File: src/rtl/reset_prompt_ctrl.sv
// "RESET?" prompt controller: debounces confirm/dismiss buttons, blinks the prompt while
// game_over is newly raised, and issues a one-cycle game_reset or dismissed pulse.
module reset_prompt_ctrl #(
  parameter int unsigned DEB_TICKS     = 4,
  parameter int unsigned BLINK_TICKS   = 30,
  parameter int unsigned TIMEOUT_TICKS = 600
) (
  input  logic clk,
  input  logic rst,
  input  logic tick,
  input  logic game_over,
  input  logic btn_yes,
  input  logic btn_no,
  output logic prompt_en,
  output logic game_reset,
  output logic dismissed,
  output logic busy
);

  localparam int unsigned DW = (DEB_TICKS > 1) ? $clog2(DEB_TICKS) : 1;
  localparam int unsigned BW = (BLINK_TICKS > 1) ? $clog2(BLINK_TICKS) : 1;
  localparam int unsigned TW = (TIMEOUT_TICKS > 1) ? $clog2(TIMEOUT_TICKS) : 1;

  typedef enum logic [1:0] {StIdle, StPrompt, StPulse, StRelease} state_e;

  state_e state_q, state_d;

  // Bit 0 is the confirm button, bit 1 the dismiss button.
  logic [1:0]    btn_raw;
  logic [1:0]    sync1_q, sync2_q;
  logic [1:0]    db_q;
  logic [1:0]    press_q;
  logic [DW-1:0] deb_cnt_q [2];

  logic [BW-1:0] blink_q, blink_d;
  logic [TW-1:0] tmo_q, tmo_d;
  logic          phase_q, phase_d;
  logic          go_q, armed_q, go_rise;

  assign btn_raw = {btn_no, btn_yes};

  always_ff @(posedge clk) begin
    if (rst) begin
      sync1_q <= '0;
      sync2_q <= '0;
      db_q    <= '0;
      press_q <= '0;
      for (int i = 0; i < 2; i++) deb_cnt_q[i] <= '0;
    end else begin
      sync1_q <= btn_raw;
      sync2_q <= sync1_q;
      press_q <= '0;
      if (tick) begin
        for (int i = 0; i < 2; i++) begin
          if (sync2_q[i] == db_q[i]) begin
            deb_cnt_q[i] <= '0;
          end else if (deb_cnt_q[i] == DW'(DEB_TICKS - 1)) begin
            deb_cnt_q[i] <= '0;
            db_q[i]      <= ~db_q[i];
            press_q[i]   <= ~db_q[i];  // only the 0->1 flip is an event
          end else begin
            deb_cnt_q[i] <= deb_cnt_q[i] + 1'b1;
          end
        end
      end
    end
  end

  // armed_q stays low until game_over has been seen low since reset, so a level
  // already high when reset is released never counts as a rising edge.
  always_ff @(posedge clk) begin
    if (rst) begin
      go_q    <= 1'b0;
      armed_q <= 1'b0;
    end else begin
      go_q    <= game_over;
      armed_q <= armed_q | ~game_over;
    end
  end

  assign go_rise = game_over & ~go_q & armed_q;

  always_ff @(posedge clk) begin
    if (rst) begin
      state_q <= StIdle;
      blink_q <= '0;
      tmo_q   <= '0;
      phase_q <= 1'b0;
    end else begin
      state_q <= state_d;
      blink_q <= blink_d;
      tmo_q   <= tmo_d;
      phase_q <= phase_d;
    end
  end

  always_comb begin
    state_d = state_q;
    blink_d = blink_q;
    tmo_d   = tmo_q;
    phase_d = phase_q;
    unique case (state_q)
      StIdle: begin
        if (go_rise) begin
          state_d = StPrompt;
          blink_d = '0;
          tmo_d   = '0;
          phase_d = 1'b1;
        end
      end
      StPrompt: begin
        if (tick) begin
          if (blink_q == BW'(BLINK_TICKS - 1)) begin
            blink_d = '0;
            phase_d = ~phase_q;
          end else begin
            blink_d = blink_q + 1'b1;
          end
          if (tmo_q == TW'(TIMEOUT_TICKS - 1)) tmo_d = '0;
          else                                 tmo_d = tmo_q + 1'b1;
        end
        if (press_q[1])                                   state_d = StRelease;
        else if (press_q[0])                              state_d = StPulse;
        else if (tick && tmo_q == TW'(TIMEOUT_TICKS - 1)) state_d = StPulse;
      end
      StPulse:   state_d = StRelease;
      StRelease: if (db_q == 2'b00) state_d = StIdle;
      default:   state_d = StIdle;
    endcase
  end

  assign prompt_en  = (state_q == StPrompt) & phase_q;
  assign game_reset = (state_q == StPulse);
  assign dismissed  = (state_q == StPrompt) & press_q[1];
  assign busy       = (state_q != StIdle);

endmodule

File: config.mk
export PLATFORM = sky130hd
export DESIGN_NAME = reset_prompt_ctrl
export DESIGN_NICKNAME = d
export VERILOG_FILES = /design/src/rtl/reset_prompt_ctrl.sv
export SDC_FILE = /design/constraint.sdc
export NUM_CORES = 1
export LEC_CHECK = 0
export ABC_CLOCK_PERIOD_IN_PS = 3280
export CORE_MARGIN = 3
export CORE_UTILIZATION = 62
export DETAILED_ROUTE_END_ITERATION = 12
export PLACE_DENSITY = 0.83
export RECOVER_POWER = 25
export SLEW_MARGIN = 40
export SYNTH_ARGS = -nofsm -noshare
export SYNTH_HDL_FRONTEND = slang
export SYNTH_SLANG_ARGS = --single-unit
File: constraint.sdc
create_clock -name clk -period 3.28 [get_ports clk]
set_input_delay 0.656 -clock clk [delete_from_list [all_inputs] [get_ports clk]]
set_output_delay 0.656 -clock clk [all_outputs]
set_load 0.05 [all_outputs]
# [Word level (Yosys, flattened, before mapping)]
# Memory sizes are Yosys's and may differ from the RTL's.
# Cells that the tools add are included.
[word_totals] ff_bits=28 ram_bits=4 inputBits=6 n_memories=1
[op_classes] add_sub_neg=4 bitwise=21 mux=54 reduce_logical=12 n_eq_ne=14
[memory_table] name="deb_cnt_q" words=2 word_bits=2 read_ports=2 rd_clocked_by_memory_dff=0 wr=2 line_no="33" rtl="logic [DW-1:0] deb_cnt_q [2];"
[op_table] operator="two-way mux 1 bit" n=33
[op_table] operator="two-way mux 10 bit" n=3
[op_table] operator="two-way mux 2 bit" n=11
[op_table] operator="case mux 10 bit (2 select lines)" n=1
[op_table] operator="two-way mux 5 bit" n=3
[op_table] operator="AND reduction 3 bit" n=4
[op_table] operator="adder 10 x 1 -> 10 bit (second input constant)" n=1
[op_table] operator="equality test 10 bit (second input constant)" n=1
[op_table] operator="inverter 1 bit" n=10
[op_table] operator="case mux 5 bit (2 select lines)" n=1
[op_table] operator="equality test 2 bit (second input constant)" n=4
[op_table] operator="!= test 2 bit (second input constant)" n=4
[op_table] operator="case mux 2 bit (4 select lines)" n=1
[op_table] operator="OR reduction 4 bit" n=2
[op_table] operator="OR 1 bit" n=7
[op_table] operator="adder 5 x 1 -> 5 bit (second input constant)" n=1
[op_table] operator="equality test 5 bit (second input constant)" n=1
[op_table] operator="adder 2 x 1 -> 2 bit (second input constant)" n=2
[op_table] operator="AND 1 bit" n=4
[op_table] operator="logical NOT 2 bit" n=2
[op_table] operator="!= test 4 bit (second input constant)" n=1
[op_table] operator="AND reduction 4 bit" n=1
[op_table] operator="nonzero test 2 bit" n=2
[op_table] operator="equality test 1 bit" n=2
[op_table] operator="other kinds (3)" n=3

# [Depth between registers and ports, before layout]
[logic_depth] word_depth=8 ltp_mapped=8

# [Worst setup path after synthesis]
# No wires, ideal clock.
[synth_timing] path_type="input to register" start="in tick" end="reg state_q[0]" path_stages=5 arrival_ps=1877 setup_time_ps=86 slack_ps=1316 path_cell_list="buf_2 inv_1 or4_4 a211o_1 a221oi_2"
[synth_between] elab_chain_cells=3
[synth_rtl] item="from (decl)" line_no="10" rtl="input logic tick,"
[synth_rtl] item="logical AND 1 bit" line_no="124" rtl="else if (tick && tmo_q == TW'(TIMEOUT_TICKS - 1)) state_d = StPulse;"
[synth_rtl] item="!= test 4 bit (no source line)"
[synth_rtl] item="AND reduction 3 bit (no source line)"
[synth_rtl] item="to (signal assigned)" line_no="85" rtl="state_q <= StIdle;"
[synth_rtl] item="to (signal assigned)" line_no="90" rtl="state_q <= state_d;"
[synth_rtl] item="to (decl)" line_no="26" rtl="state_e state_q, state_d;"
# No other way between the ends.
# A chain may end at the register's enable or synchronous reset.

# [Worst setup path in the final report]
[layout_timing] start="reg state_q[1]" end="out dismissed"
[layout_between] elab_chain_cells=2
[layout_rtl] item="equality test 2 x 1 -> 1 bit" line_no="134" rtl="assign dismissed = (state_q == StPrompt) & press_q[1];"
[layout_rtl] item="AND 1 bit" line_no="134"
[layout_rtl] item="to (decl)" line_no="16" rtl="output logic dismissed,"
# No other way between the ends.

==> results.yml <==
synthesis:
  synth_common_cells: "dfxtp_1, nor2_1, inv_1"
  synth-seq-cells: 32
  netlist_instances: 170
  netlist_top_cells_area: "dfxtp_1, ha_1, edfxtp_1"
  yosysTopAreaCell: "dfxtp_1"
  synth_most_common_cell: "dfxtp_1"
  syn_avg_cell_area_sq_um: 9.38
  synth_warnings: 0
  synth_ff_type: "dfxtp_1"
  syn_nets: 186
  yosysSeqAreaShare_pct: 42.7
  synthArstFlopShare_pct: 0
  ys_types: 37
  synth-edff-count: 4
  synth_area_sq_mm: 0.00159
  synth_top_area_share_pct: 35.2
clock_network:
  ctsResizeCount: 0
  cts_tree: "yes"
  path_clk_slew_ns: 0.10
  clkSinkCount: 32
  cts_buffer_depth: 2
  cts_setup_buffers: 0
  cts_root_buffer: "clkbuf_4"
  htree_num_levels: 2
  cts-buffers-inserted: 5
  clock_latency_ns: 0.34
  cts_hold_buf: 0
timing:
  rsz0062_at_grt: "no"
  finalCritPeriodShare_pct: 88.6
  setup_viol: 0
  hold_viol: 0
  setup-tns-final_ns: 0
  finalMaxSlewViolations: 0
  max_slew_margin_pct: 57.4
  fmax_ghz: 0.344
  min_period_ns: 2.91
  worst_slew_pin_slew_ns: 0.637
  fin_skew_ns: 0.00904
detailed_routing:
  vias: 1267
  wirelength_microns: 3080
  drt_iter0_drc: 29
  ant_nets: 0
  firstDrtPassIters: 4
  drc: 0
  viasPerCell: 6.06
  routedWlPerCell_microns: 14.8
floorplanning:
  num_rows: 17
  dieHeight_microns: 56.7
  die_w_microns: 56.7
  initial_core_util_pct: 68.8
  io_pins: 10
  dieArea_sq_mm: 0.00322
  core_area_sq_mm: 0.00232
placed_design:
  dp_hpwl_microns: 2180
  gp_congestion: 0.839
  io_buffers: 9
global_routing:
  antenna_found_initial: 0
  grt_usage_pct: 21.7
  use_met2_pct: 34.3
  grt_overflow: 0
  use_met1_pct: 25.1
  grt_pass1_wl_microns: 5390
  grt_start_max_net_pins: 20
  use_met3_pct: 5.52
  grt_pass1_vias: 1306
  top_usage_layer: "met2"
layout:
  utilization_pct: 77.0
  syn2layout_area_growth_pct: 11.9
  drive_gt1_share_pct: 8.29
  diodes: 0
  nNetsFinal: 196
status:
  outcome: "completed"
power:
  vdd_ir_drop_max_mv: 0.565
  power.density_mw_per_mm2: 697
  power.leakage_nw: 0.621
critical_path:
  path_cells: "inv_1 > ha_1 > and2_1 > clkdlybuf4s50_1"
  cp-start-kind: "flip-flop"
  max_stage_delay_ns: 0.82
  cp-end-kind: "output pin"
  critPathKind: "flip-flop to output pin"
  crit_path_max_fanout: 8
  crit_slowest_cell: "clkdlybuf4s50_1"
  cp.required_ns: 2.62
  worstPathArrival_ns: 2.25
worst_hold_path:
  hp-class: "flip-flop to flip-flop"
flow_run:
  maxCapViolCount: 0
## through the flow
stage | area (sq um) | setup slack [ns] | total power [mW] | hold WS [ns] | std cells
floorplan | 1590 | 1.32 | 0.841 | 0.414 | 170
finish | 1780 | 0.375 | 1.24 | 0.448 | 209
global placement | 1690 | 0.716 | 0.924 | 0.425 | 201
CTS | 1780 | 0.368 | 1.25 | 0.446 | 209
detailed placement | 1690 | 0.665 | 0.941 | 0.423 | 201
global route | 1780 | 0.299 | 1.32 | 0.468 | 209
## cell families after synthesis
kind of cell,Yosys count,share of synthesized area [%]
adder cells (fa/ha/maj),10,7.85
multiplexers,3,2.67
buffers and inverters,19,4.87
AND/OR/NAND/NOR,64,22.3
flip-flops,32,42.7
XOR/XNOR,11,6.04
AO/OA/AOI/OAI,31,13.6
## where the power goes
part	switching (mW)	leakage, nW	internal [mW]
clock network	0.136	0.0497	0.172
logic	0.293	0.299	0.178
registers	0.0316	0.272	0.434
total	0.461	0.621	0.783
## sequential cells by signal, indices dropped and copies added, names as in the netlist
signal / cells
sync1_q: 2
state_q: 2
tmo_q: 10
db_q: 2
blink_q: 5
go_q: 1
sync2_q: 2
press_q: 2
phase_q: 1
deb_cnt_q: 4
armed_q: 1
## cell usage in the layout (no fill, tap or decap), types with 3 or more instances in the layout
| master | instances |
|---|---|
| a211oi_1 | 7 |
| a21o_1 | 4 |
| a21oi_1 | 9 |
| clkbuf_4 | 5 |
| clkdlybuf4s50_1 | 8 |
| dfxtp_1 | 28 |
| edfxtp_1 | 4 |
| ha_1 | 10 |
| inv_1 | 12 |
| nand2_1 | 10 |
| nand2b_1 | 4 |
| nand3_1 | 8 |
| nor2_1 | 13 |
| nor2b_1 | 5 |
| nor3_1 | 5 |
| nor4_1 | 3 |
| o31ai_1 | 4 |
| xnor2_1 | 11 |
## path summary, 6_finish.rpt
kind	startpoint	cells after the start	slack, ns	to
worst max-delay path	state_q[1]$_SDFFE_PP0P_	4	0.37	dismissed
worst min-delay path	sync1_q[0]$_SDFF_PP0_	1	0.45	sync2_q[0]$_SDFF_PP0_
worst max register to register	state_q[0]$_SDFFE_PP0P_	6	1.07	tmo_q[6]$_SDFFE_PP0P_
worst min register to register	sync1_q[0]$_SDFF_PP0_	1	0.45	sync2_q[0]$_SDFF_PP0_
## per-layer routing
| layer | routed length, microns | part of all wire (%) |
|---|---|---|
| met1 | 1360 | 44 |
| met2 | 1440 | 47 |
| met3 | 194 | 6.3 |
| met4 | 89 | 2.9 |
| met5 | 0 | 0 |
## worst max-delay path, delay by kind of cell (launching register included)
family | cells | cell delay [ns]
AND/OR/NAND/NOR | 1 | 0.23
flip-flops | 1 | 0.36
adder cells (fa/ha/maj) | 1 | 0.38
buffers and inverters | 2 | 0.94
## layout make-up
cell class / count / area [sq um]
multi-input cells: 119 / 836
clock buffers: 8 / 90.1
inverters: 12 / 45.0
well taps: 28 / 35.0
fillers: 172 / 534
flip-flops and latches: 32 / 681
repair buffers: 10 / 97.6
No activity file was read; power rests on OpenSTA's default activity.
